===== config.mk =====
export PLATFORM = sky130hd
export DESIGN_NAME = key_debounce
export DESIGN_NICKNAME = d
export VERILOG_FILES = /design/src/rtl/key_pkg.sv /design/src/rtl/key_debounce_ch.sv /design/src/rtl/key_debounce.sv
export SDC_FILE = /design/constraint.sdc
export NUM_CORES = 1
export LEC_CHECK = 0
export ABC_AREA = 1
export ABC_CLOCK_PERIOD_IN_PS = 5170
export BUFFER_PORTS_ARGS = -buffer_cell sky130_fd_sc_hd__buf_4
export CAP_MARGIN = 20
export CORE_ASPECT_RATIO = 0.8
export CORE_MARGIN = 2
export CORE_UTILIZATION = 33
export DETAILED_ROUTE_END_ITERATION = 8
export PLACE_DENSITY = 0.49
export SETUP_SLACK_MARGIN = 0.05
export SLEW_MARGIN = 20
export SYNTH_ARGS = -nofsm -noshare
export SYNTH_HDL_FRONTEND = slang
export SYNTH_SLANG_ARGS = --single-unit

===== constraint.sdc =====
create_clock -name sys_clk -period 5.17 [get_ports sys_clk]
set_input_delay 1.034 -clock sys_clk [delete_from_list [all_inputs] [get_ports sys_clk]]
set_output_delay 1.034 -clock sys_clk [all_outputs]
set_load 0.01 [all_outputs]

===== src/rtl/key_pkg.sv =====
// Shared definitions for the key debouncer: channel FSM encoding and
// default timing constants for a 50 MHz system clock.
package key_pkg;

  typedef enum logic [1:0] {
    IDLE         = 2'd0,
    PRESS_WAIT   = 2'd1,
    PRESSED      = 2'd2,
    RELEASE_WAIT = 2'd3
  } key_state_e;

  localparam int DEF_DEBOUNCE_CYCLES = 1_000_000;  // 20 ms at 50 MHz
  localparam int DEF_HOLD_CYCLES     = 50_000_000; // 1 s at 50 MHz

endpackage


===== src/rtl/key_debounce_ch.sv =====
// One key channel: two-flop synchronizer, debounce FSM with stable-cycle
// counter, and a long-press timer that fires key_hold once per press.
module key_debounce_ch
  import key_pkg::*;
#(
  parameter int DEBOUNCE_CYCLES = DEF_DEBOUNCE_CYCLES,
  parameter int HOLD_CYCLES     = DEF_HOLD_CYCLES,
  parameter int ACTIVE_LOW      = 1
) (
  input  logic       clk_i,
  input  logic       rst_ni,
  input  logic       key_raw_i,
  output logic       key_level_o,
  output logic       key_press_o,
  output logic       key_release_o,
  output logic       key_hold_o,
  output key_state_e state_o
);

  localparam int CNT_W  = $clog2(DEBOUNCE_CYCLES + 1);
  localparam int HOLD_W = $clog2(HOLD_CYCLES + 1);
  localparam logic IDLE_PIN = (ACTIVE_LOW != 0) ? 1'b1 : 1'b0;
  localparam logic [CNT_W-1:0]  CNT_LAST  = CNT_W'(DEBOUNCE_CYCLES - 1);
  localparam logic [HOLD_W-1:0] HOLD_LAST = HOLD_W'(HOLD_CYCLES - 1);
  localparam logic [HOLD_W-1:0] HOLD_MAX  = HOLD_W'(HOLD_CYCLES);

  logic s1_q, s2_q, key_s;
  key_state_e state_q, state_d;
  logic [CNT_W-1:0]  cnt_q, cnt_d;
  logic [HOLD_W-1:0] hold_cnt_q, hold_cnt_d;
  logic fired_q, fired_d;
  logic level_q, level_d, press_q, press_d, release_q, release_d, hold_q, hold_d;

  // XOR with the idle level normalizes to pressed=1 regardless of polarity.
  assign key_s = s2_q ^ IDLE_PIN;

  always_ff @(posedge clk_i or negedge rst_ni) begin
    if (!rst_ni) begin
      s1_q       <= IDLE_PIN;
      s2_q       <= IDLE_PIN;
      state_q    <= IDLE;
      cnt_q      <= '0;
      hold_cnt_q <= '0;
      fired_q    <= 1'b0;
      level_q    <= 1'b0;
      press_q    <= 1'b0;
      release_q  <= 1'b0;
      hold_q     <= 1'b0;
    end else begin
      s1_q       <= key_raw_i;
      s2_q       <= s1_q;
      state_q    <= state_d;
      cnt_q      <= cnt_d;
      hold_cnt_q <= hold_cnt_d;
      fired_q    <= fired_d;
      level_q    <= level_d;
      press_q    <= press_d;
      release_q  <= release_d;
      hold_q     <= hold_d;
    end
  end

  always_comb begin
    state_d    = state_q;
    cnt_d      = cnt_q;
    hold_cnt_d = hold_cnt_q;
    fired_d    = fired_q;
    level_d    = level_q;
    press_d    = 1'b0;
    release_d  = 1'b0;
    hold_d     = 1'b0;
    case (state_q)
      IDLE: begin
        if (key_s) begin
          state_d = PRESS_WAIT;
          cnt_d   = CNT_W'(1);
        end
      end
      PRESS_WAIT: begin
        if (!key_s) begin
          state_d = IDLE;
          cnt_d   = '0;
        end else if (cnt_q == CNT_LAST) begin
          state_d = PRESSED;
          cnt_d   = '0;
          level_d = 1'b1;
          press_d = 1'b1;
        end else begin
          cnt_d = cnt_q + CNT_W'(1);
        end
      end
      PRESSED: begin
        // A falling key_s freezes the hold timer while the release is vetted.
        if (!key_s) begin
          state_d = RELEASE_WAIT;
          cnt_d   = CNT_W'(1);
        end else begin
          if (hold_cnt_q != HOLD_MAX) hold_cnt_d = hold_cnt_q + HOLD_W'(1);
          if (hold_cnt_q == HOLD_LAST && !fired_q) begin
            hold_d  = 1'b1;
            fired_d = 1'b1;
          end
        end
      end
      RELEASE_WAIT: begin
        if (key_s) begin
          state_d = PRESSED;
          cnt_d   = '0;
        end else if (cnt_q == CNT_LAST) begin
          state_d    = IDLE;
          cnt_d      = '0;
          level_d    = 1'b0;
          release_d  = 1'b1;
          hold_cnt_d = '0;
          fired_d    = 1'b0;
        end else begin
          cnt_d = cnt_q + CNT_W'(1);
        end
      end
      default: state_d = IDLE;
    endcase
  end

  assign key_level_o   = level_q;
  assign key_press_o   = press_q;
  assign key_release_o = release_q;
  assign key_hold_o    = hold_q;
  assign state_o       = state_q;

  // A hold time inside the debounce window could never be distinguished.
  assert property (@(posedge clk_i) HOLD_CYCLES > DEBOUNCE_CYCLES);

endmodule


===== src/rtl/key_debounce.sv =====
// Multi-channel key conditioner: one independent debounce channel per key,
// with per-channel FSM state exported for observation.
module key_debounce
  import key_pkg::*;
#(
  parameter int KEY_NUM         = 4,
  parameter int DEBOUNCE_CYCLES = DEF_DEBOUNCE_CYCLES,
  parameter int HOLD_CYCLES     = DEF_HOLD_CYCLES,
  parameter int ACTIVE_LOW      = 1
) (
  input  logic                         sys_clk,
  input  logic                         rst_n,
  input  logic       [KEY_NUM-1:0]     key_raw,
  output logic       [KEY_NUM-1:0]     key_level,
  output logic       [KEY_NUM-1:0]     key_press,
  output logic       [KEY_NUM-1:0]     key_release,
  output logic       [KEY_NUM-1:0]     key_hold,
  output key_state_e [KEY_NUM-1:0]     key_state
);

  for (genvar k = 0; k < KEY_NUM; k++) begin : g_ch
    key_debounce_ch #(
      .DEBOUNCE_CYCLES(DEBOUNCE_CYCLES),
      .HOLD_CYCLES    (HOLD_CYCLES),
      .ACTIVE_LOW     (ACTIVE_LOW)
    ) u_ch (
      .clk_i        (sys_clk),
      .rst_ni       (rst_n),
      .key_raw_i    (key_raw[k]),
      .key_level_o  (key_level[k]),
      .key_press_o  (key_press[k]),
      .key_release_o(key_release[k]),
      .key_hold_o   (key_hold[k]),
      .state_o      (key_state[k])
    );
  end

endmodule

==> metrics.cfg, run 1 <==
[setup_path]
r2r_slack_ps = 2420
arrival_ps = 3200
r2r-start = g_ch[3].u_ch.cnt_q[0]
rr_worst_depth = 10
cp.required_ps = 5630
critPathMaxFanout = 24
rr_endpoint = g_ch[3].u_ch.hold_cnt_q[13]
cp-start-kind = flip-flop
crit_type = reg -> reg
cp-end-kind = flip-flop

[power]
powerDensity_nw_per_um2 = 271.2
p_sw_share_pct = 27.29
irDropWorstVdd_mv = 0.2320
leakage_nw = 6.813
power_switching_mw = 1.139
p_int_mw = 3.035
power_mw = 4.175
p_clk_share_pct = 46.8
pwr-share-comb_pct = 9.6
pwr-share-seq_pct = 43.6

[final_layout]
final_common_cell = nand2_1
fillers = 4438
layout.nets = 2128
final_layout_size_suffix_gt1_share_pct = 4.972
most-common-layout-cells = nand2_1, nor2_1, inv_1
fin_area_um2 = 15400
area_growth_pct = 10.92
antennaDiodeCount = 0
final_cells = 2684

[sta]
slew_headroom_pct = 38.63
timing.final.crit_share_pct = 53.10
finalSetupTns_ps = 0
finalMaxSlewViolations = 0
finalSetupViolations = 0
skew_ps = 30.59
fin_crit_ps = 2745
clock.fmax_mhz = 364.2
holdWs_ps = 356.0
hold_viol_final = 0
tightestPinTransition_ps = 919.5
rsz0062_at_grt = false

[worst_hold_path]
whs_path_depth = 0
holdCritStartpoint = g_ch[3].u_ch.s1_q
worstHoldEndpoint = g_ch[3].u_ch.s2_q
worstHoldPathType = reg -> reg

[synthesis]
synth_compound_area_share_pct = 5.553
async_flop_share_pct = 100.0
yosysUniqueCellTypes = 39
yosys_warnings = 0
netlist_area_um2 = 13880
synth_fa_ha_area_share_pct = 1.082
syn_area_per_cell_um2 = 6.619
yosys.area_share.simple_pct = 40.05
yosys.area_share.xor_xnor_pct = 4.732
ys_top_cells_by_area = dfrtp_1, nand2_1, nor2_1
yosysTopAreaCellShare_pct = 38.22
synth.largest_area_cell = dfrtp_1
syn_inst = 2097
synthMuxAreaShare_pct = 0.07211
synth_seq_area_share_pct = 39.73
synth_ff_type = dfrtp_1
synth_top_family_by_area = simple AND/OR/NAND/NOR gates
ys_seq_elements = 220
synth_edf_count = 0
syn-num-nets = 2115

[flow_run]
cap_violations = 0

[route]
vias = 12660
wl_per_cell_um = 13.34
drt_pass1_iterations = 5
remaining_drc_errors = 0
final_antenna_net_count = 0
via_per_inst = 4.716
wl_mm = 35.81
drtIter0Drc = 898

[floorplan]
die_y_um = 187.4
ioPinCount = 30
fp.coreArea_um2 = 41660
die-area_um2 = 43730
rows = 67
start_util_pct = 33.32
die_x_um = 233.3

[global_routing]
antenna_found_initial = 0
grt_pass1_wl_mm = 61.97
grt_usage_pct = 16.95
grt_overflow = 0
grt_pass1_vias = 12130
grt_max_degree = 88

[outcome]
status = finished clean

[cts]
cts_buffers = 28
cts_buffer_depth = 3
clockRootBuffer = clkbuf_16
clock-sinks = 220
clk_latency_ps = 570
ctsHoldBuffers = 0
h-tree-depth = 1
cts_resized = 0
post_cts_buffers = 0
clkTransAtPathRegs_ps = 60
tritoncts = built

[placement]
gp_congestion = 0.8516
post_dp_cell_area_um2 = 14480
dp.cells = 2632
port_buffers = 29
hpwl_mm = 25.70

-- logic make-up (layout without fill, tap and decap cells) --
kind of cell / Yosys count / after routing
xor+xnor: 75 / 75
flops: 220 / 220
simple gates: 1362 / 1362
compound gates: 146 / 146
buf+inv: 281 / 316
fa+ha+maj: 12 / 12
mux: 1 / 1
-- flip-flops by register name (all words and copies together) (netlist names), named ones only --
name,cells
g_ch.u_ch.key_level_o,4
g_ch.u_ch.state_o,4
g_ch.u_ch.s1_q,4
g_ch.u_ch.s2_q,4
g_ch.u_ch.key_press_o,4
g_ch.u_ch.cnt_q,80
g_ch.u_ch.hold_cnt_q,104
g_ch.u_ch.fired_q,4
g_ch.u_ch.key_hold_o,4
g_ch.u_ch.key_release_o,4
-- Yosys cell counts, types with 10 or more instances --
cell      number
nand2_1      739
nor2_1       369
xor2_1        52
o21ai_0       99
clkbuf_1      10
nand3_1      150
xnor2_1       23
ha_1          12
a21oi_1       15
inv_1        224
buf_4         25
nand4_1       30
o22ai_1       19
nor3_1        46
dfrtp_1      212
-- power by group through the flow --
stage          combinational (mW)  clock [mW]  sequential [mW]
2_1_floorplan               0.297           0             1.84
3_3_place_gp                0.410           0             1.85
3_5_place_dp                0.412           0             1.85
4_1_cts                     0.415        2.03             1.82
5_1_grt                     0.456        2.10             1.83
6_report                    0.402        1.95             1.82
-- cell type report --
cell class | count | area, µm² | area share [%]
multi-input combinational | 1596 | 7149 | 46.44
sequential | 220 | 5515 | 35.82
inverter | 230 | 863.3 | 5.607
clock buffer | 45 | 814.5 | 5.291
tap | 552 | 690.7 | 4.486
timing repair buffer | 34 | 262.8 | 1.707
clock inverter | 7 | 100.1 | 0.6501
-- per-layer routing --
metal	global-route usage, %	vias to the layer above	part of all wire [%]
met3	2.348	44	4.0
met4	3.234	0	1.7
met2	24.55	215	41
met5	0	-	0
li1	-	6572	-
met1	26.58	5826	54
-- critical path, stage by stage, from the launching register on --
cell     delay, ps
dfrtp_1        400
ha_1           230
nand3_1        130
nor2_1         130
nand3_1        120
nand2_1         80
nand2_1         60
nor2_2         720
inv_1          530
nand2_1        160
nand2_1         60
-- worst max-delay path by stage --
| stage | start | to | slack, ps | depth (start not counted) |
|---|---|---|---|---|
| 6_report | g_ch[3].u_ch.cnt_q[0] | g_ch[3].u_ch.hold_cnt_q[13] | 2420 | 10 |
| 5_1_grt | g_ch[3].u_ch.cnt_q[0] | g_ch[3].u_ch.hold_cnt_q[22] | 2110 | 10 |
| 4_1_cts | g_ch[3].u_ch.cnt_q[0] | g_ch[3].u_ch.hold_cnt_q[13] | 2410 | 10 |
| 3_5_place_dp | g_ch[3].u_ch.cnt_q[0] | g_ch[3].u_ch.hold_cnt_q[20] | 2420 | 10 |
| 3_3_place_gp | g_ch[3].u_ch.cnt_q[0] | g_ch[3].u_ch.hold_cnt_q[22] | 2480 | 10 |
| 2_1_floorplan | g_ch[3].u_ch.cnt_q[0] | g_ch[3].u_ch.cnt_q[16] | 3490 | 11 |
-- per-stage QoR --
| step | setup slack (ps) | util (%) |
|---|---|---|
| floorplan | 3489 | - |
| global placement | 2479 | 34.76 |
| detailed placement | 2422 | 34.76 |
| CTS | 2411 | 36.95 |
| global route | 2111 | 36.95 |
| finish | 2425 | 36.95 |
(Power assumes the default switching activity.)
==> run 2: changes to the inputs <==
--- a/config.mk
+++ b/config.mk
@@ -6,7 +6,7 @@
 export NUM_CORES = 1
 export LEC_CHECK = 0
 export ABC_AREA = 1
-export ABC_CLOCK_PERIOD_IN_PS = 5170
+export ABC_CLOCK_PERIOD_IN_PS = 2800
 export BUFFER_PORTS_ARGS = -buffer_cell sky130_fd_sc_hd__buf_4
 export CAP_MARGIN = 20
 export CORE_ASPECT_RATIO = 0.8
==> constraint.sdc (replaced) <==
create_clock -name sys_clk -period 2.8 [get_ports sys_clk]
set_input_delay 0.56 -clock sys_clk [delete_from_list [all_inputs] [get_ports sys_clk]]
set_output_delay 0.56 -clock sys_clk [all_outputs]
set_load 0.01 [all_outputs]
==> run 2 against run 1 <==
  * Cell count increased by 0.45%
  * Combinational power increased by 86%
  * Die area unchanged
  * Highest routed layer unchanged
==> metrics.cfg, run 2 (synthesis gave the netlist of run 1 again) <==
[outcome]
status = finished clean

[setup_path]
crit_family = simple AND/OR/NAND/NOR gates
critPathMaxFanout = 13
crit_buf_inv = 1
arrival_ps = 2750
cp-start-kind = flip-flop
cp.required_ps = 3300
crit_path_max_incr_delay_ps = 490
crit_type = reg -> reg
cp-end-kind = flip-flop
slowest_stage = inv_1
crit_chain = ha_1 > nand3_1 > nor3_1 > nand3_1 > nand2_1 > nand3_1 > inv_1 > nand2_1 > nand2_1

[sta]
fin_crit_ps = 2256
finalSetupTns_ps = 0
slew_headroom_pct = 52.79
worst_slack_ps = 543.8
tightestPinTransition_ps = 702.8
hold_viol_final = 0
finalSetupViolations = 0
rsz0062_at_grt = false
timing.final.crit_share_pct = 80.58
skew_ps = 19.28
finalMaxSlewViolations = 0
clock.fmax_mhz = 443.2

[global_routing]
grt_usage_pct = 16.52
grt_max_degree = 75
grt_pass1_wl_mm = 60.66
antenna_found_initial = 0
grt_overflow = 0
grt_pass1_vias = 11910

[route]
via_per_inst = 4.710
routed.top_layer = met4
wl_met2_mm = 14.45
vias = 12700
wl_mm = 35.72
drt_pass1_iterations = 5
final_antenna_net_count = 0
wl_met3_mm = 1.463
remaining_drc_errors = 0
wl_per_cell_um = 13.25
met1_length_mm = 19.24
drtIter0Drc = 898

[cts]
h-tree-depth = 1
tritoncts = built
clkTransAtPathRegs_ps = 60
clockRootBuffer = clkbuf_16
clk_latency_ps = 560
cts_buffer_depth = 3
cts_buffers = 28
cts_resized = 0
clock-sinks = 220

[floorplan]
die_y_um = 187.4
start_util_pct = 33.32
fp.coreArea_um2 = 41660
ioPinCount = 30
die-area_um2 = 43730
rows = 67
die_x_um = 233.3

[power]
p_sw_share_pct = 27.62
irDropWorstVdd_mv = 0.4201
p_int_mw = 5.563
pwr-share-comb_pct = 9.7
leakage_nw = 6.881
powerDensity_nw_per_um2 = 495.0
power_switching_mw = 2.123
pwr-share-seq_pct = 43.8
p_clk_share_pct = 46.4
power_mw = 7.686

[final_layout]
largest_reg_flops = 104
largest_registers = g_ch.u_ch.hold_cnt_q (104), g_ch.u_ch.cnt_q (80)
regMostFlops = g_ch.u_ch.hold_cnt_q
post-route-util_pct = 37.27
antennaDiodeCount = 0
final_common_cell = nand2_1
final_cells = 2696
fillers = 4438
layout.nets = 2141
final_layout_size_suffix_gt1_share_pct = 5.644
seqCellArea_um2 = 5515
area_growth_pct = 11.86
most-common-layout-cells = nand2_1, nor2_1, inv_1
multi_input_area_um2 = 7149

[placement]
port_buffers = 29
place_ws_ps = 523.1
hpwl_mm = 25.77
dp.cells = 2644
gp_congestion = 0.8760

[worst_hold_path]
worstHoldPathType = in -> reg

[flow_run]
cap_violations = 0

[run 2: metal layers]
layer | global-route usage (%) | up-vias
li1 | - | 6600
met4 | 3.283 | 0
met3 | 2.287 | 41
met5 | 0 | -
met2 | 24.36 | 241
met1 | 25.50 | 5815
[run 2: power groups by stage]
stage / clock network (mW) / logic [mW] / registers (mW)
finish: 3.57 / 0.749 / 3.37
global route: 3.84 / 0.852 / 3.38
CTS: 3.71 / 0.765 / 3.37
detailed placement: 0 / 0.761 / 3.43
global placement: 0 / 0.758 / 3.42
floorplan: 0 / 0.549 / 3.39
[run 2: repair_timing]
action                    CTS  global route
hold endpoints to repair   11             0
buffers inserted            0             0
hold buffers                1             0
[run 2: final cells by class]
| type | instances | area share [%] |
|---|---|---|
| multi-input cells | 1596 | 46.04 |
| flip-flops and latches | 220 | 35.52 |
| inverters | 230 | 5.560 |
| clock buffers | 42 | 5.310 |
| well taps | 552 | 4.448 |
| repair buffers | 47 | 2.579 |
| clock inverters | 9 | 0.5399 |
[run 2: path summary, 6_finish.rpt]
| kind | slack [ps] | end | startpoint | cells after the start |
|---|---|---|---|---|
| max in group asynchronous | 1460 | g_ch[2].u_ch.s1_q | rst_n | 3 |
| min | 110 | g_ch[2].u_ch.s1_q | key_raw[2] | 1 |
| max | 540 | g_ch[2].u_ch.hold_cnt_q[3] | g_ch[2].u_ch.cnt_q[0] | 9 |
| max reg2reg | 540 | g_ch[2].u_ch.hold_cnt_q[3] | g_ch[2].u_ch.cnt_q[0] | 9 |
| min reg2reg | 360 | g_ch[2].u_ch.s2_q | g_ch[2].u_ch.s1_q | 0 |
| min in group asynchronous | 600 | g_ch[1].u_ch.cnt_q[15] | rst_n | 2 |
[run 2: through the flow]
stage	instance area [µm²]	hold WS [ps]
after floorplan	13880	264.4
after detailed placement	14610	347.3
after CTS	15530	81.75
after global routing	15530	79.93
after global placement	14610	346.0
final	15530	108.2
